===== config.mk =====
export PLATFORM = sky130hd
export DESIGN_NAME = spi_fetch_arbiter
export DESIGN_NICKNAME = d
export VERILOG_FILES = /design/src/rtl/spi_cpu_pkg.sv /design/src/rtl/spi_fetch_arbiter.sv
export SDC_FILE = /design/constraint.sdc
export NUM_CORES = 1
export LEC_CHECK = 0
export ABC_AREA = 0
export CORE_MARGIN = 4
export CORE_UTILIZATION = 25
export CTS_CLUSTER_SIZE = 40
export DETAILED_ROUTE_END_ITERATION = 7
export GPL_ROUTABILITY_DRIVEN = 0
export PLACE_DENSITY = 0.47
export SETUP_SLACK_MARGIN = 0.5
export SYNTH_ARGS = -nofsm -noshare
export SYNTH_HDL_FRONTEND = slang
export SYNTH_SLANG_ARGS = --single-unit

===== constraint.sdc =====
create_clock -name clk -period 2.25 [get_ports clk]
set_input_delay 0.3375 -clock clk [delete_from_list [all_inputs] [get_ports clk]]
set_output_delay 0.3375 -clock clk [all_outputs]
set_load 0.05 [all_outputs]

===== src/rtl/spi_cpu_pkg.sv =====
// Shared definitions for the SPI fetch arbiter: state encoding and timeout defaults.
package spi_cpu_pkg;

  localparam logic [1:0] ST_IDLE_ENC    = 2'd0;
  localparam logic [1:0] ST_ISSUE_ENC   = 2'd1;
  localparam logic [1:0] ST_WAIT_ENC    = 2'd2;
  localparam logic [1:0] ST_RESPOND_ENC = 2'd3;

  typedef enum logic [1:0] {
    ST_IDLE    = ST_IDLE_ENC,
    ST_ISSUE   = ST_ISSUE_ENC,
    ST_WAIT    = ST_WAIT_ENC,
    ST_RESPOND = ST_RESPOND_ENC
  } state_e;

  localparam int DEFAULT_TIMEOUT_CYCLES = 64;
  localparam int DEFAULT_CNT_W          = 7;

endpackage


===== src/rtl/spi_fetch_arbiter.sv =====
// Round-robin arbiter serialising instruction-fetch and data-load byte reads
// onto a single SPI byte reader, with a per-transaction timeout.
module spi_fetch_arbiter
  import spi_cpu_pkg::*;
#(
  parameter int TIMEOUT_CYCLES = DEFAULT_TIMEOUT_CYCLES,
  parameter int CNT_W          = DEFAULT_CNT_W
) (
  input  logic        clk,
  input  logic        rst,
  input  logic        ena,
  input  logic        req0,
  input  logic [15:0] addr0,
  input  logic        req1,
  input  logic [15:0] addr1,
  output logic        done0,
  output logic        done1,
  output logic [7:0]  rdata,
  output logic        err,
  output logic        busy,
  output logic        spi_start,
  output logic [15:0] spi_addr,
  input  logic        spi_busy,
  input  logic        spi_done,
  input  logic [7:0]  spi_data
);

  localparam logic [CNT_W-1:0] TimeoutVal = CNT_W'(TIMEOUT_CYCLES);

  state_e           state_q;
  logic             grant_q;
  logic             last_q;
  logic [CNT_W-1:0] cnt_q;
  logic [15:0]      spi_addr_q;
  logic [7:0]       rdata_q;
  logic             err_q;
  logic             spi_start_q;
  logic             done0_q;
  logic             done1_q;
  logic             winner_d;

  // A lone requester always wins; a tie goes to whoever was not served last.
  function automatic logic pick_winner(input logic r0, input logic r1, input logic last);
    if (r0 && r1) begin
      return ~last;
    end
    if (r0) begin
      return 1'b0;
    end
    return 1'b1;
  endfunction

  assign winner_d = pick_winner(req0, req1, last_q);

  always_ff @(posedge clk) begin
    if (rst) begin
      state_q     <= ST_IDLE;
      grant_q     <= 1'b0;
      last_q      <= 1'b1;
      cnt_q       <= '0;
      spi_addr_q  <= 16'h0000;
      rdata_q     <= 8'h00;
      err_q       <= 1'b0;
      spi_start_q <= 1'b0;
      done0_q     <= 1'b0;
      done1_q     <= 1'b0;
    end else begin
      // Pulses self-clear every edge so a stalled enable never stretches them.
      spi_start_q <= 1'b0;
      done0_q     <= 1'b0;
      done1_q     <= 1'b0;
      if (ena) begin
        case (state_q)
          ST_IDLE: begin
            if (req0 || req1) begin
              grant_q    <= winner_d;
              spi_addr_q <= winner_d ? addr1 : addr0;
              state_q    <= ST_ISSUE;
            end
          end
          ST_ISSUE: begin
            if (!spi_busy) begin
              spi_start_q <= 1'b1;
              cnt_q       <= '0;
              state_q     <= ST_WAIT;
            end
          end
          ST_WAIT: begin
            if (spi_done) begin
              rdata_q <= spi_data;
              err_q   <= 1'b0;
              done0_q <= ~grant_q;
              done1_q <= grant_q;
              state_q <= ST_RESPOND;
            end else if (cnt_q == TimeoutVal) begin
              rdata_q <= 8'hFF;
              err_q   <= 1'b1;
              done0_q <= ~grant_q;
              done1_q <= grant_q;
              state_q <= ST_RESPOND;
            end else begin
              cnt_q <= cnt_q + CNT_W'(1);
            end
          end
          ST_RESPOND: begin
            last_q  <= grant_q;
            state_q <= ST_IDLE;
          end
          default: state_q <= ST_IDLE;
        endcase
      end
    end
  end

  assign done0     = done0_q;
  assign done1     = done1_q;
  assign rdata     = rdata_q;
  assign err       = err_q;
  assign busy      = (state_q != ST_IDLE);
  assign spi_start = spi_start_q;
  assign spi_addr  = spi_addr_q;

endmodule


==> flow_results.xml, run 1 <==
<?xml version="1.0" encoding="UTF-8"?>
<metrics>
  <group name="die">
    <metric name="die_area" unit="um^2">8827</metric>
    <metric name="std_cell_rows" unit="">31</metric>
    <metric name="top_level_i_o_count" unit="">76</metric>
    <metric name="floorplan.die.width" unit="um">93.95</metric>
    <metric name="fp.dieH" unit="um">93.95</metric>
    <metric name="core-area" unit="um^2">7214</metric>
    <metric name="initial_utilization" unit="%">25.60</metric>
  </group>
  <group name="critical_path">
    <metric name="crit_path_dat" unit="ns">1.89</metric>
    <metric name="timing.critical_path.fanout_max" unit="">5</metric>
    <metric name="crit_start" unit="">cnt_q[5]</metric>
    <metric name="critical_path.reg2reg.startpoint" unit="">cnt_q[5]</metric>
    <metric name="criticalPathCategory" unit="">register to register</metric>
    <metric name="cp-endpoint" unit="">cnt_q[0]</metric>
    <metric name="crit_path_start_kind" unit="">register</metric>
    <metric name="cp-end-kind" unit="">register</metric>
    <metric name="worst-r2r-cell-count" unit="">4</metric>
    <metric name="regToRegEndpoint" unit="">cnt_q[0]</metric>
    <metric name="worst-endpoint-required" unit="ns">2.45</metric>
    <metric name="rrSetupSlack" unit="ns">0.57</metric>
  </group>
  <group name="global_routing">
    <metric name="antenna_found_initial" unit="">0</metric>
    <metric name="first_global_vias" unit="">1639</metric>
    <metric name="grt_pass1_wl" unit="mm">7.548</metric>
    <metric name="global_route.usage.total" unit="%">10.88</metric>
    <metric name="pin_count_of_the_biggest_net_entering_global_routing" unit="">34</metric>
    <metric name="globalRouteOverflowTotal" unit="">0</metric>
  </group>
  <group name="finish">
    <metric name="layout.cells.most_common_list" unit="">sky130_fd_sc_hd__clkdlybuf4s50_1 (46), sky130_fd_sc_hd__dfxtp_1 (39), sky130_fd_sc_hd__dlygate4sd2_1 (28)</metric>
    <metric name="mostFrequentLayoutCell" unit="">sky130_fd_sc_hd__clkdlybuf4s50_1</metric>
    <metric name="post_route_cells_drive_above_1_share" unit="%">8.772</metric>
    <metric name="finalInstanceArea" unit="um^2">2818</metric>
    <metric name="layout.nets" unit="">338</metric>
    <metric name="fill_cells" unit="">770</metric>
    <metric name="synthToLayoutAreaGrowth" unit="%">52.57</metric>
    <metric name="antenna_cells" unit="">0</metric>
  </group>
  <group name="logic_synthesis">
    <metric name="post_synth.cell_area_avg" unit="um^2">8.965</metric>
    <metric name="synth.ff_latch_count" unit="">39</metric>
    <metric name="synth.largest_area_cell" unit="">sky130_fd_sc_hd__dfxtp_1</metric>
    <metric name="dominantRegCellSynth" unit="">sky130_fd_sc_hd__dfxtp_1</metric>
    <metric name="async_flop_share" unit="%">0</metric>
    <metric name="post_synthesis_cells" unit="">206</metric>
    <metric name="synth.cell_area" unit="um^2">1847</metric>
    <metric name="seq_area_frac_synth" unit="%">42.28</metric>
    <metric name="number_of_flops_mapped_to_enable_cells_by_yosys" unit="">0</metric>
    <metric name="post-synth-top-area-fraction" unit="%">42.28</metric>
    <metric name="yosysWarningCount" unit="">0</metric>
    <metric name="postSynthNetCount" unit="">260</metric>
    <metric name="ys_types" unit="">32</metric>
    <metric name="synth.area.top_cells" unit="">sky130_fd_sc_hd__dfxtp_1 (42%), sky130_fd_sc_hd__mux2i_1 (9.8%), sky130_fd_sc_hd__a211oi_1 (6.9%)</metric>
  </group>
  <group name="worst_hold_path">
    <metric name="hold_sp" unit="">last_q</metric>
    <metric name="worst_hold_path_type" unit="">register to register</metric>
  </group>
  <group name="cts">
    <metric name="depth_of_the_cts_h_tree" unit="">2</metric>
    <metric name="cts_buf_count" unit="">5</metric>
    <metric name="clkSlewWorstSetupHoldPaths" unit="ns">0.08</metric>
    <metric name="clkSinkCount" unit="">39</metric>
    <metric name="insertion_delay" unit="ns">0.29</metric>
    <metric name="cts_hold_repair.buffers" unit="">0</metric>
    <metric name="cts_root_buffer" unit="">sky130_fd_sc_hd__clkbuf_8</metric>
    <metric name="cts_setup_buffers" unit="">0</metric>
    <metric name="clock_tree.buffer_depth" unit="">2</metric>
    <metric name="tritoncts_clock_tree" unit="">done</metric>
  </group>
  <group name="timing">
    <metric name="timing.final.crit_share" unit="%">74.86</metric>
    <metric name="rsz0062_at_grt" unit="">true</metric>
    <metric name="final_max_slew_viol_count" unit="">0</metric>
    <metric name="hold_viol" unit="">0</metric>
    <metric name="relSlewSlack" unit="%">64.61</metric>
    <metric name="tns" unit="ns">0</metric>
    <metric name="report.final.setup_viol" unit="">0</metric>
    <metric name="tightestPinTransition" unit="ns">0.5330</metric>
    <metric name="clock-skew-final" unit="ns">0.003974</metric>
    <metric name="layout_min_cycle_time" unit="ns">1.684</metric>
    <metric name="max_freq" unit="GHz">0.5937</metric>
  </group>
  <group name="placed_design">
    <metric name="placed_area" unit="um^2">2729</metric>
    <metric name="hpwlAfterDp" unit="mm">3.562</metric>
    <metric name="port-buffer-count" unit="">75</metric>
  </group>
  <group name="pwr">
    <metric name="vdd.ir_drop.worst" unit="mV">0.2724</metric>
    <metric name="pwr_cell_area" unit="nW/um^2">650.7</metric>
    <metric name="total_power" unit="mW">1.834</metric>
    <metric name="leakage" unit="nW">1.200</metric>
  </group>
  <group name="drt">
    <metric name="routed-via-count" unit="">1700</metric>
    <metric name="wl" unit="mm">4.831</metric>
    <metric name="route.detailed.vias_per_inst" unit="">4.427</metric>
    <metric name="wire_per_inst" unit="um">12.58</metric>
    <metric name="antenna_left" unit="">0</metric>
    <metric name="drc_errors" unit="">0</metric>
    <metric name="drt_iter0_markers" unit="">40</metric>
    <metric name="iteration_count_of_the_initial_detailed_routing_pass" unit="">4</metric>
  </group>
  <group name="flow_run">
    <metric name="maxCapViolations" unit="">0</metric>
  </group>
  <group name="run_status">
    <metric name="outcome" unit="">completed</metric>
  </group>
</metrics>
## state kept, by name, indices dropped and copies added, names as in the netlist
| register | count |
|---|---|
| spi_addr | 16 |
| cnt_q | 7 |
| done1 | 1 |
| err | 1 |
| grant_q | 1 |
| last_q | 1 |
| spi_start | 1 |
| rdata | 8 |
| done0 | 1 |
| state_q | 2 |
## critical path: stages, from the launching register on
cell,delay [ns]
sky130_fd_sc_hd__dfxtp_1,0.35
sky130_fd_sc_hd__or4b_4,0.60
sky130_fd_sc_hd__o21ai_2,0.24
sky130_fd_sc_hd__a21oi_1,0.18
sky130_fd_sc_hd__o31ai_1,0.22
## report_power, final
group | internal (mW) | leakage (nW) | switching, mW | total [mW]
clock | 0.330 | 0.0581 | 0.261 | 0.592
sequential | 0.734 | 0.318 | 0.0239 | 0.758
combinational | 0.192 | 0.824 | 0.292 | 0.484
total | 1.26 | 1.20 | 0.577 | 1.83
## per-layer routing
layer  vias up  GRT usage (%)  share of wire, %
met4         0          3.971               1.5
li1        896              -                 -
met1       734          12.85                44
met3         9          5.689                11
met2        61          16.74                44
met5         -              0                 0
## Yosys cell counts (all sizes together) (2+ instances only)
cell / number
a211oi: 17
a21oi: 12
a221oi: 3
a311oi: 8
a31oi: 2
and2: 2
buf: 4
clkbuf: 9
dfxtp: 39
ha: 7
inv: 15
mux2i: 18
nand2: 13
nand2b: 2
nand3: 9
nor2: 22
nor3: 3
nor3b: 2
o2111a: 2
o21ai: 6
o31ai: 2
## through the flow
stage          std cells  hold WS [ns]  utilization (%)  setup WS [ns]
3_3_place_gp         375        0.4870            37.83         0.4537
5_1_grt              384        0.5233            39.06         0.4808
4_1_cts              383        0.4975            38.90         0.5793
3_5_place_dp         375        0.4862            37.83         0.4208
2_1_floorplan        206        0.4132                -         0.5856
6_report             384        0.4907            39.06         0.5657
## worst min-delay path by stage
stage / to / cells past startpoint
floorplan: spi_start / 1
global placement: spi_addr[13] / 2
detailed placement: last_q / 2
CTS: last_q / 2
global route: spi_addr[11] / 2
finish: last_q / 2
## repair_timing
item                                   in CTS  in global routing
endpoints found under the hold margin       0                  0
gates resized for setup                    28                  0
setup endpoints to repair                  28                  3
pin swaps                                   0                  1
cloned                                      0                  1
## final cells by class
type                    instances  area [um^2]  area share [%]
repair buffers                 83        773.2           27.44
multi-input cells             139        967.2           34.33
well taps                      99        123.9           4.396
clock inverters                 3        43.79           1.554
inverters                      16        60.06           2.131
clock buffers                   5        68.82           2.442
flip-flops and latches         39        780.7           27.71
## cell families after synthesis
family	Yosys count	share of synthesized area [%]
AO/OA/AOI/OAI	57	22.76
AND/OR/NAND/NOR	56	14.16
flip-flops	39	42.28
buffers and inverters	29	6.300
multiplexers	18	9.756
adder cells (fa/ha/maj)	7	4.742
Note: power is estimated with default switching activity, not from simulation.
==> inputs of run 2 (changes only) <==
- PLACE_DENSITY: 0.47 -> 0.49
- clock period: 2.25 -> 1.45 ns (I/O delays scaled with it)
==> flow_results.xml, run 2 (synthesized netlist as in run 1, its figures left out) <==
<?xml version="1.0" encoding="UTF-8"?>
<metrics>
  <group name="pwr">
    <metric name="vdd.ir_drop.worst" unit="mV">0.3470</metric>
    <metric name="power_frac_comb" unit="%">38.6</metric>
    <metric name="total_power" unit="mW">3.174</metric>
    <metric name="power.share.clock" unit="%">23.0</metric>
    <metric name="internal_power" unit="mW">2.126</metric>
    <metric name="power_frac_seq" unit="%">38.4</metric>
    <metric name="pwr_cell_area" unit="nW/um^2">843.4</metric>
    <metric name="power_switching" unit="mW">1.048</metric>
    <metric name="leakage" unit="nW">1.505</metric>
    <metric name="power.share.switching" unit="%">33.01</metric>
  </group>
  <group name="global_routing">
    <metric name="grt_util_met3" unit="%">4.006</metric>
    <metric name="top_usage_layer" unit="">met2</metric>
    <metric name="first_global_vias" unit="">1926</metric>
    <metric name="global_route.usage.total" unit="%">12.96</metric>
    <metric name="grt_use_met2" unit="%">21.58</metric>
    <metric name="grt_pass1_wl" unit="mm">9.142</metric>
    <metric name="antenna_found_initial" unit="">0</metric>
    <metric name="grt_use_met1" unit="%">16.38</metric>
    <metric name="pin_count_of_the_biggest_net_entering_global_routing" unit="">22</metric>
    <metric name="globalRouteOverflowTotal" unit="">0</metric>
  </group>
  <group name="timing">
    <metric name="tns" unit="ns">-1.678</metric>
    <metric name="final_max_slew_viol_count" unit="">0</metric>
    <metric name="layout_min_cycle_time" unit="ns">1.570</metric>
    <metric name="rsz0062_at_grt" unit="">true</metric>
    <metric name="tightestPinTransition" unit="ns">0.3268</metric>
    <metric name="report.final.setup_viol" unit="">31</metric>
    <metric name="hold-worst-slack" unit="ns">0.4366</metric>
    <metric name="max_freq" unit="GHz">0.6370</metric>
    <metric name="hold_viol" unit="">0</metric>
    <metric name="relSlewSlack" unit="%">78.15</metric>
    <metric name="clock-skew-final" unit="ns">0.003122</metric>
    <metric name="worst_slack" unit="ns">-0.1200</metric>
    <metric name="timing.final.crit_share" unit="%">108.3</metric>
  </group>
  <group name="finish">
    <metric name="antenna_cells" unit="">0</metric>
    <metric name="layout.cells.most_common_list" unit="">sky130_fd_sc_hd__clkdlybuf4s50_1 (44), sky130_fd_sc_hd__buf_4 (36), sky130_fd_sc_hd__dfxtp_2 (23)</metric>
    <metric name="finalNonFillerCells" unit="">428</metric>
    <metric name="post_route_cells_drive_above_1_share" unit="%">50.76</metric>
    <metric name="fill_cells" unit="">700</metric>
    <metric name="finalInstanceArea" unit="um^2">3764</metric>
    <metric name="largest_register_ffs" unit="">16</metric>
    <metric name="synthToLayoutAreaGrowth" unit="%">103.8</metric>
    <metric name="layout.nets" unit="">382</metric>
    <metric name="fin_util" unit="%">52.17</metric>
    <metric name="mostFrequentLayoutCell" unit="">sky130_fd_sc_hd__clkdlybuf4s50_1</metric>
  </group>
  <group name="cts">
    <metric name="cts_buf_count" unit="">5</metric>
    <metric name="clock_tree.buffer_depth" unit="">2</metric>
    <metric name="depth_of_the_cts_h_tree" unit="">2</metric>
    <metric name="clkSinkCount" unit="">39</metric>
    <metric name="cts_root_buffer" unit="">sky130_fd_sc_hd__clkbuf_8</metric>
    <metric name="tritoncts_clock_tree" unit="">done</metric>
    <metric name="cts_hold_repair.buffers" unit="">0</metric>
    <metric name="clkSlewWorstSetupHoldPaths" unit="ns">0.08</metric>
    <metric name="insertion_delay" unit="ns">0.29</metric>
  </group>
  <group name="critical_path">
    <metric name="crit_path_dat" unit="ns">1.78</metric>
    <metric name="cp-end-kind" unit="">register</metric>
    <metric name="crit_path_start_kind" unit="">register</metric>
    <metric name="criticalPathCategory" unit="">register to register</metric>
    <metric name="timing.critical_path.fanout_max" unit="">4</metric>
    <metric name="worst-endpoint-required" unit="ns">1.66</metric>
  </group>
  <group name="die">
    <metric name="fp.dieH" unit="um">93.95</metric>
    <metric name="initial_utilization" unit="%">25.60</metric>
    <metric name="top_level_i_o_count" unit="">76</metric>
    <metric name="floorplan.die.width" unit="um">93.95</metric>
    <metric name="die_area" unit="um^2">8827</metric>
    <metric name="std_cell_rows" unit="">31</metric>
    <metric name="core-area" unit="um^2">7214</metric>
  </group>
  <group name="flow_run">
    <metric name="maxCapViolations" unit="">0</metric>
  </group>
  <group name="placed_design">
    <metric name="port-buffer-count" unit="">75</metric>
    <metric name="dp_cell_count" unit="">399</metric>
    <metric name="hpwlAfterDp" unit="mm">4.154</metric>
    <metric name="pre_cts_setup_slack" unit="ns">-0.2229</metric>
    <metric name="placed_area" unit="um^2">3057</metric>
  </group>
  <group name="drt">
    <metric name="wire_per_inst" unit="um">13.92</metric>
    <metric name="drt_iter0_markers" unit="">43</metric>
    <metric name="routed-via-count" unit="">2003</metric>
    <metric name="antenna_left" unit="">0</metric>
    <metric name="drc_errors" unit="">0</metric>
    <metric name="wl" unit="mm">5.959</metric>
    <metric name="iteration_count_of_the_initial_detailed_routing_pass" unit="">4</metric>
    <metric name="route.detailed.vias_per_inst" unit="">4.680</metric>
  </group>
  <group name="run_status">
    <metric name="failed_checks" unit="">setup timing</metric>
    <metric name="outcome" unit="">finished with violations</metric>
  </group>
  <group name="worst_hold_path">
    <metric name="worst_hold_path_type" unit="">input port to register</metric>
  </group>
</metrics>
-- run 2: changes by cell type in the layout (fill, tap and decap cells not counted), moves of 4 or more --
cell | previous run | this run
sky130_fd_sc_hd__a211oi_1 | 17 | 6
sky130_fd_sc_hd__a211oi_2 | 0 | 11
sky130_fd_sc_hd__buf_12 | 0 | 13
sky130_fd_sc_hd__buf_4 | 9 | 36
sky130_fd_sc_hd__buf_6 | 0 | 12
sky130_fd_sc_hd__buf_8 | 0 | 19
sky130_fd_sc_hd__dfxtp_1 | 39 | 9
sky130_fd_sc_hd__dfxtp_2 | 0 | 23
sky130_fd_sc_hd__dfxtp_4 | 0 | 7
sky130_fd_sc_hd__dlygate4sd2_1 | 28 | 1
sky130_fd_sc_hd__ha_1 | 7 | 3
sky130_fd_sc_hd__ha_4 | 0 | 4
sky130_fd_sc_hd__nor2_1 | 21 | 13
sky130_fd_sc_hd__nor2_4 | 0 | 7
-- run 2: power groups by stage --
stage / registers (mW) / logic [mW] / clock network, mW
4_1_cts: 1.22 / 1.07 / 0.759
3_3_place_gp: 1.21 / 0.934 / 0
6_report: 1.22 / 1.22 / 0.730
3_5_place_dp: 1.21 / 0.939 / 0
2_1_floorplan: 1.40 / 0.330 / 0
5_1_grt: 1.23 / 1.30 / 0.805
-- run 2: per-layer routing --
metal | routed length (um) | part of all wire [%]
met1 | 2630 | 44
met2 | 2857 | 48
met3 | 445 | 7.5
met4 | 25 | 0.42
met5 | 0 | 0
-- run 2: path summary, 6_finish.rpt --
check / start / end / slack [ns] / cells after the start
worst max-delay path: cnt_q[3] / cnt_q[1] / -0.12 / 5
worst min-delay path: ena / spi_start / 0.44 / 3
worst max register to register: cnt_q[3] / cnt_q[1] / -0.12 / 5
worst min register to register: last_q / last_q / 0.49 / 2
-- run 2: critical path, cell delays in order (launching register included) --
cell and delay [ns]:
sky130_fd_sc_hd__dfxtp_2 0.32, sky130_fd_sc_hd__or4b_4 0.60, sky130_fd_sc_hd__o21ai_4 0.20, sky130_fd_sc_hd__a21oi_2 0.08, sky130_fd_sc_hd__buf_6 0.13, sky130_fd_sc_hd__o31ai_2 0.16
-- run 2: area by class of cell --
type / count / area, um^2 / area share [%]
clock buffer: 6 / 72.57 / 1.928
clock inverter: 2 / 12.51 / 0.3324
inverter: 16 / 66.31 / 1.762
multi-input combinational: 139 / 1235 / 32.81
sequential: 39 / 835.8 / 22.21
tap: 99 / 123.9 / 3.291
timing repair buffer: 127 / 1418 / 37.67
-- run 2: timing repair --
action	4_1_cts	5_1_grt
gates cloned	2	1
setup buffers	7	11
endpoints found under the setup margin	68	68
gates resized for setup	85	54
pin swaps	4	22
==> inputs of run 3 (changes only) <==
- MAX_ROUTING_LAYER: not set -> met4
==> flow_results.xml, run 3 (synthesized netlist as in run 1, its figures left out) <==
<?xml version="1.0" encoding="UTF-8"?>
<metrics>
  <group name="worst_hold_path">
    <metric name="hold_sp" unit="">ena</metric>
    <metric name="worst_hold_path_type" unit="">input port to register</metric>
    <metric name="worst_hold_path_cells" unit="">3</metric>
  </group>
  <group name="critical_path">
    <metric name="criticalPathCategory" unit="">register to register</metric>
    <metric name="cp-end-kind" unit="">register</metric>
    <metric name="crit_path_start_kind" unit="">register</metric>
    <metric name="crit_path_dat" unit="ns">1.78</metric>
    <metric name="worst-r2r-cell-count" unit="">5</metric>
    <metric name="worst-endpoint-required" unit="ns">1.66</metric>
    <metric name="critical_path.reg2reg.startpoint" unit="">cnt_q[3]</metric>
    <metric name="timing.critical_path.fanout_max" unit="">4</metric>
    <metric name="crit_start" unit="">cnt_q[3]</metric>
  </group>
  <group name="global_routing">
    <metric name="globalRouteOverflowTotal" unit="">0</metric>
    <metric name="global_route.usage.total" unit="%">13.29</metric>
    <metric name="antenna_found_initial" unit="">0</metric>
    <metric name="pin_count_of_the_biggest_net_entering_global_routing" unit="">22</metric>
    <metric name="grt_pass1_wl" unit="mm">9.142</metric>
    <metric name="first_global_vias" unit="">1925</metric>
  </group>
  <group name="cts">
    <metric name="insertion_delay" unit="ns">0.29</metric>
    <metric name="cts_root_buffer" unit="">sky130_fd_sc_hd__clkbuf_8</metric>
    <metric name="tritoncts_clock_tree" unit="">done</metric>
    <metric name="cts_hold_repair.buffers" unit="">0</metric>
    <metric name="clock_tree.buffer_depth" unit="">2</metric>
    <metric name="clkSlewWorstSetupHoldPaths" unit="ns">0.08</metric>
    <metric name="depth_of_the_cts_h_tree" unit="">2</metric>
    <metric name="clkSinkCount" unit="">39</metric>
    <metric name="cts_buf_count" unit="">5</metric>
  </group>
  <group name="pwr">
    <metric name="power_switching" unit="mW">1.046</metric>
    <metric name="leakage" unit="nW">1.512</metric>
    <metric name="internal_power" unit="mW">2.134</metric>
    <metric name="power_frac_comb" unit="%">38.8</metric>
    <metric name="total_power" unit="mW">3.180</metric>
    <metric name="pwr_cell_area" unit="nW/um^2">841.6</metric>
    <metric name="power_frac_seq" unit="%">38.4</metric>
    <metric name="power.share.clock" unit="%">22.8</metric>
    <metric name="power.share.switching" unit="%">32.89</metric>
    <metric name="vdd.ir_drop.worst" unit="mV">0.3458</metric>
  </group>
  <group name="die">
    <metric name="core-area" unit="um^2">7214</metric>
    <metric name="std_cell_rows" unit="">31</metric>
    <metric name="floorplan.die.width" unit="um">93.95</metric>
    <metric name="die_area" unit="um^2">8827</metric>
    <metric name="fp.dieH" unit="um">93.95</metric>
    <metric name="initial_utilization" unit="%">25.60</metric>
    <metric name="top_level_i_o_count" unit="">76</metric>
  </group>
  <group name="timing">
    <metric name="layout_min_cycle_time" unit="ns">1.571</metric>
    <metric name="final_max_slew_viol_count" unit="">0</metric>
    <metric name="relSlewSlack" unit="%">78.44</metric>
    <metric name="tightestPinTransition" unit="ns">0.3224</metric>
    <metric name="timing.final.crit_share" unit="%">108.4</metric>
    <metric name="report.final.setup_viol" unit="">33</metric>
    <metric name="worst_slack" unit="ns">-0.1213</metric>
    <metric name="clock-skew-final" unit="ns">0.003890</metric>
    <metric name="rsz0062_at_grt" unit="">true</metric>
    <metric name="hold_viol" unit="">0</metric>
    <metric name="max_freq" unit="GHz">0.6364</metric>
  </group>
  <group name="drt">
    <metric name="antenna_left" unit="">0</metric>
    <metric name="iteration_count_of_the_initial_detailed_routing_pass" unit="">4</metric>
    <metric name="wl" unit="mm">5.964</metric>
    <metric name="route.detailed.vias_per_inst" unit="">4.674</metric>
    <metric name="drc_errors" unit="">0</metric>
    <metric name="wire_per_inst" unit="um">13.90</metric>
    <metric name="drt_iter0_markers" unit="">48</metric>
    <metric name="routed-via-count" unit="">2005</metric>
  </group>
  <group name="run_status">
    <metric name="failed_checks" unit="">setup timing</metric>
    <metric name="outcome" unit="">finished with violations</metric>
  </group>
  <group name="placed_design">
    <metric name="pre_cts_setup_slack" unit="ns">-0.2229</metric>
    <metric name="port-buffer-count" unit="">75</metric>
    <metric name="hpwlAfterDp" unit="mm">4.154</metric>
    <metric name="dp_cell_count" unit="">399</metric>
  </group>
  <group name="finish">
    <metric name="antenna_cells" unit="">0</metric>
    <metric name="synthToLayoutAreaGrowth" unit="%">104.6</metric>
    <metric name="largest_register_ffs" unit="">16</metric>
    <metric name="layout.nets" unit="">383</metric>
    <metric name="mostFrequentLayoutCell" unit="">sky130_fd_sc_hd__clkdlybuf4s50_1</metric>
    <metric name="layout.cells.most_common_list" unit="">sky130_fd_sc_hd__clkdlybuf4s50_1 (44), sky130_fd_sc_hd__buf_4 (35), sky130_fd_sc_hd__dfxtp_2 (23)</metric>
    <metric name="post_route_cells_drive_above_1_share" unit="%">50.91</metric>
    <metric name="finalNonFillerCells" unit="">429</metric>
  </group>
  <group name="flow_run">
    <metric name="maxCapViolations" unit="">0</metric>
  </group>
</metrics>
run 3: final cells by class:
| type | instances | area (um^2) |
|---|---|---|
| fillers | 706 | 3436 |
| clock inverters | 2 | 12.51 |
| clock buffers | 6 | 72.57 |
| well taps | 99 | 123.9 |
| repair buffers | 128 | 1433 |
| flip-flops and latches | 39 | 835.8 |
| multi-input cells | 139 | 1235 |
| inverters | 16 | 66.31 |
run 3: path summary, 6_finish.rpt:
kind,slack [ns],to
worst max-delay path,-0.12,cnt_q[1]
worst min-delay path,0.44,spi_start
worst max register to register,-0.12,cnt_q[1]
worst min register to register,0.49,last_q
run 3: critical path, cell delays in order, from the launching register on:
cell	delay [ns]
sky130_fd_sc_hd__dfxtp_2	0.32
sky130_fd_sc_hd__or4b_4	0.60
sky130_fd_sc_hd__o21ai_4	0.20
sky130_fd_sc_hd__a21oi_2	0.08
sky130_fd_sc_hd__buf_6	0.13
sky130_fd_sc_hd__o31ai_2	0.16
run 3: power groups by stage:
stage | registers (mW) | logic, mW | clock network [mW]
floorplan | 1.40 | 0.330 | 0
global placement | 1.21 | 0.934 | 0
detailed placement | 1.21 | 0.939 | 0
CTS | 1.22 | 1.07 | 0.759
global route | 1.23 | 1.31 | 0.807
finish | 1.22 | 1.24 | 0.725
run 3: per-layer routing:
layer  part of all wire [%]  GRT usage [%]  vias to the layer above
li1                       -              -                      999
met1                     44          16.43                      939
met2                     48          21.64                       64
met3                    7.1          3.766                        3
met4                   0.39          2.888                        0
met5                      0              -                        -
run 3: timing repair:
item                                    CTS  global route
buffers inserted                          7            12
endpoints found under the hold margin     0             0
endpoints found under the setup margin   68            68
pin swaps                                 4            21
resized for setup                        85            56
gates cloned                              2             1
run 3: per-stage QoR:
step	utilization [%]	setup TNS, ns	cell area (um^2)	hold WS, ns
after floorplan	-	-0.2143	1951	0.2932
after global placement	42.37	-4.290	3057	0.4757
after detailed placement	42.37	-5.268	3057	0.4837
after CTS	48.09	-1.891	3470	0.4765
after global routing	52.38	-4.479	3779	0.4484
final	52.38	-1.702	3779	0.4379
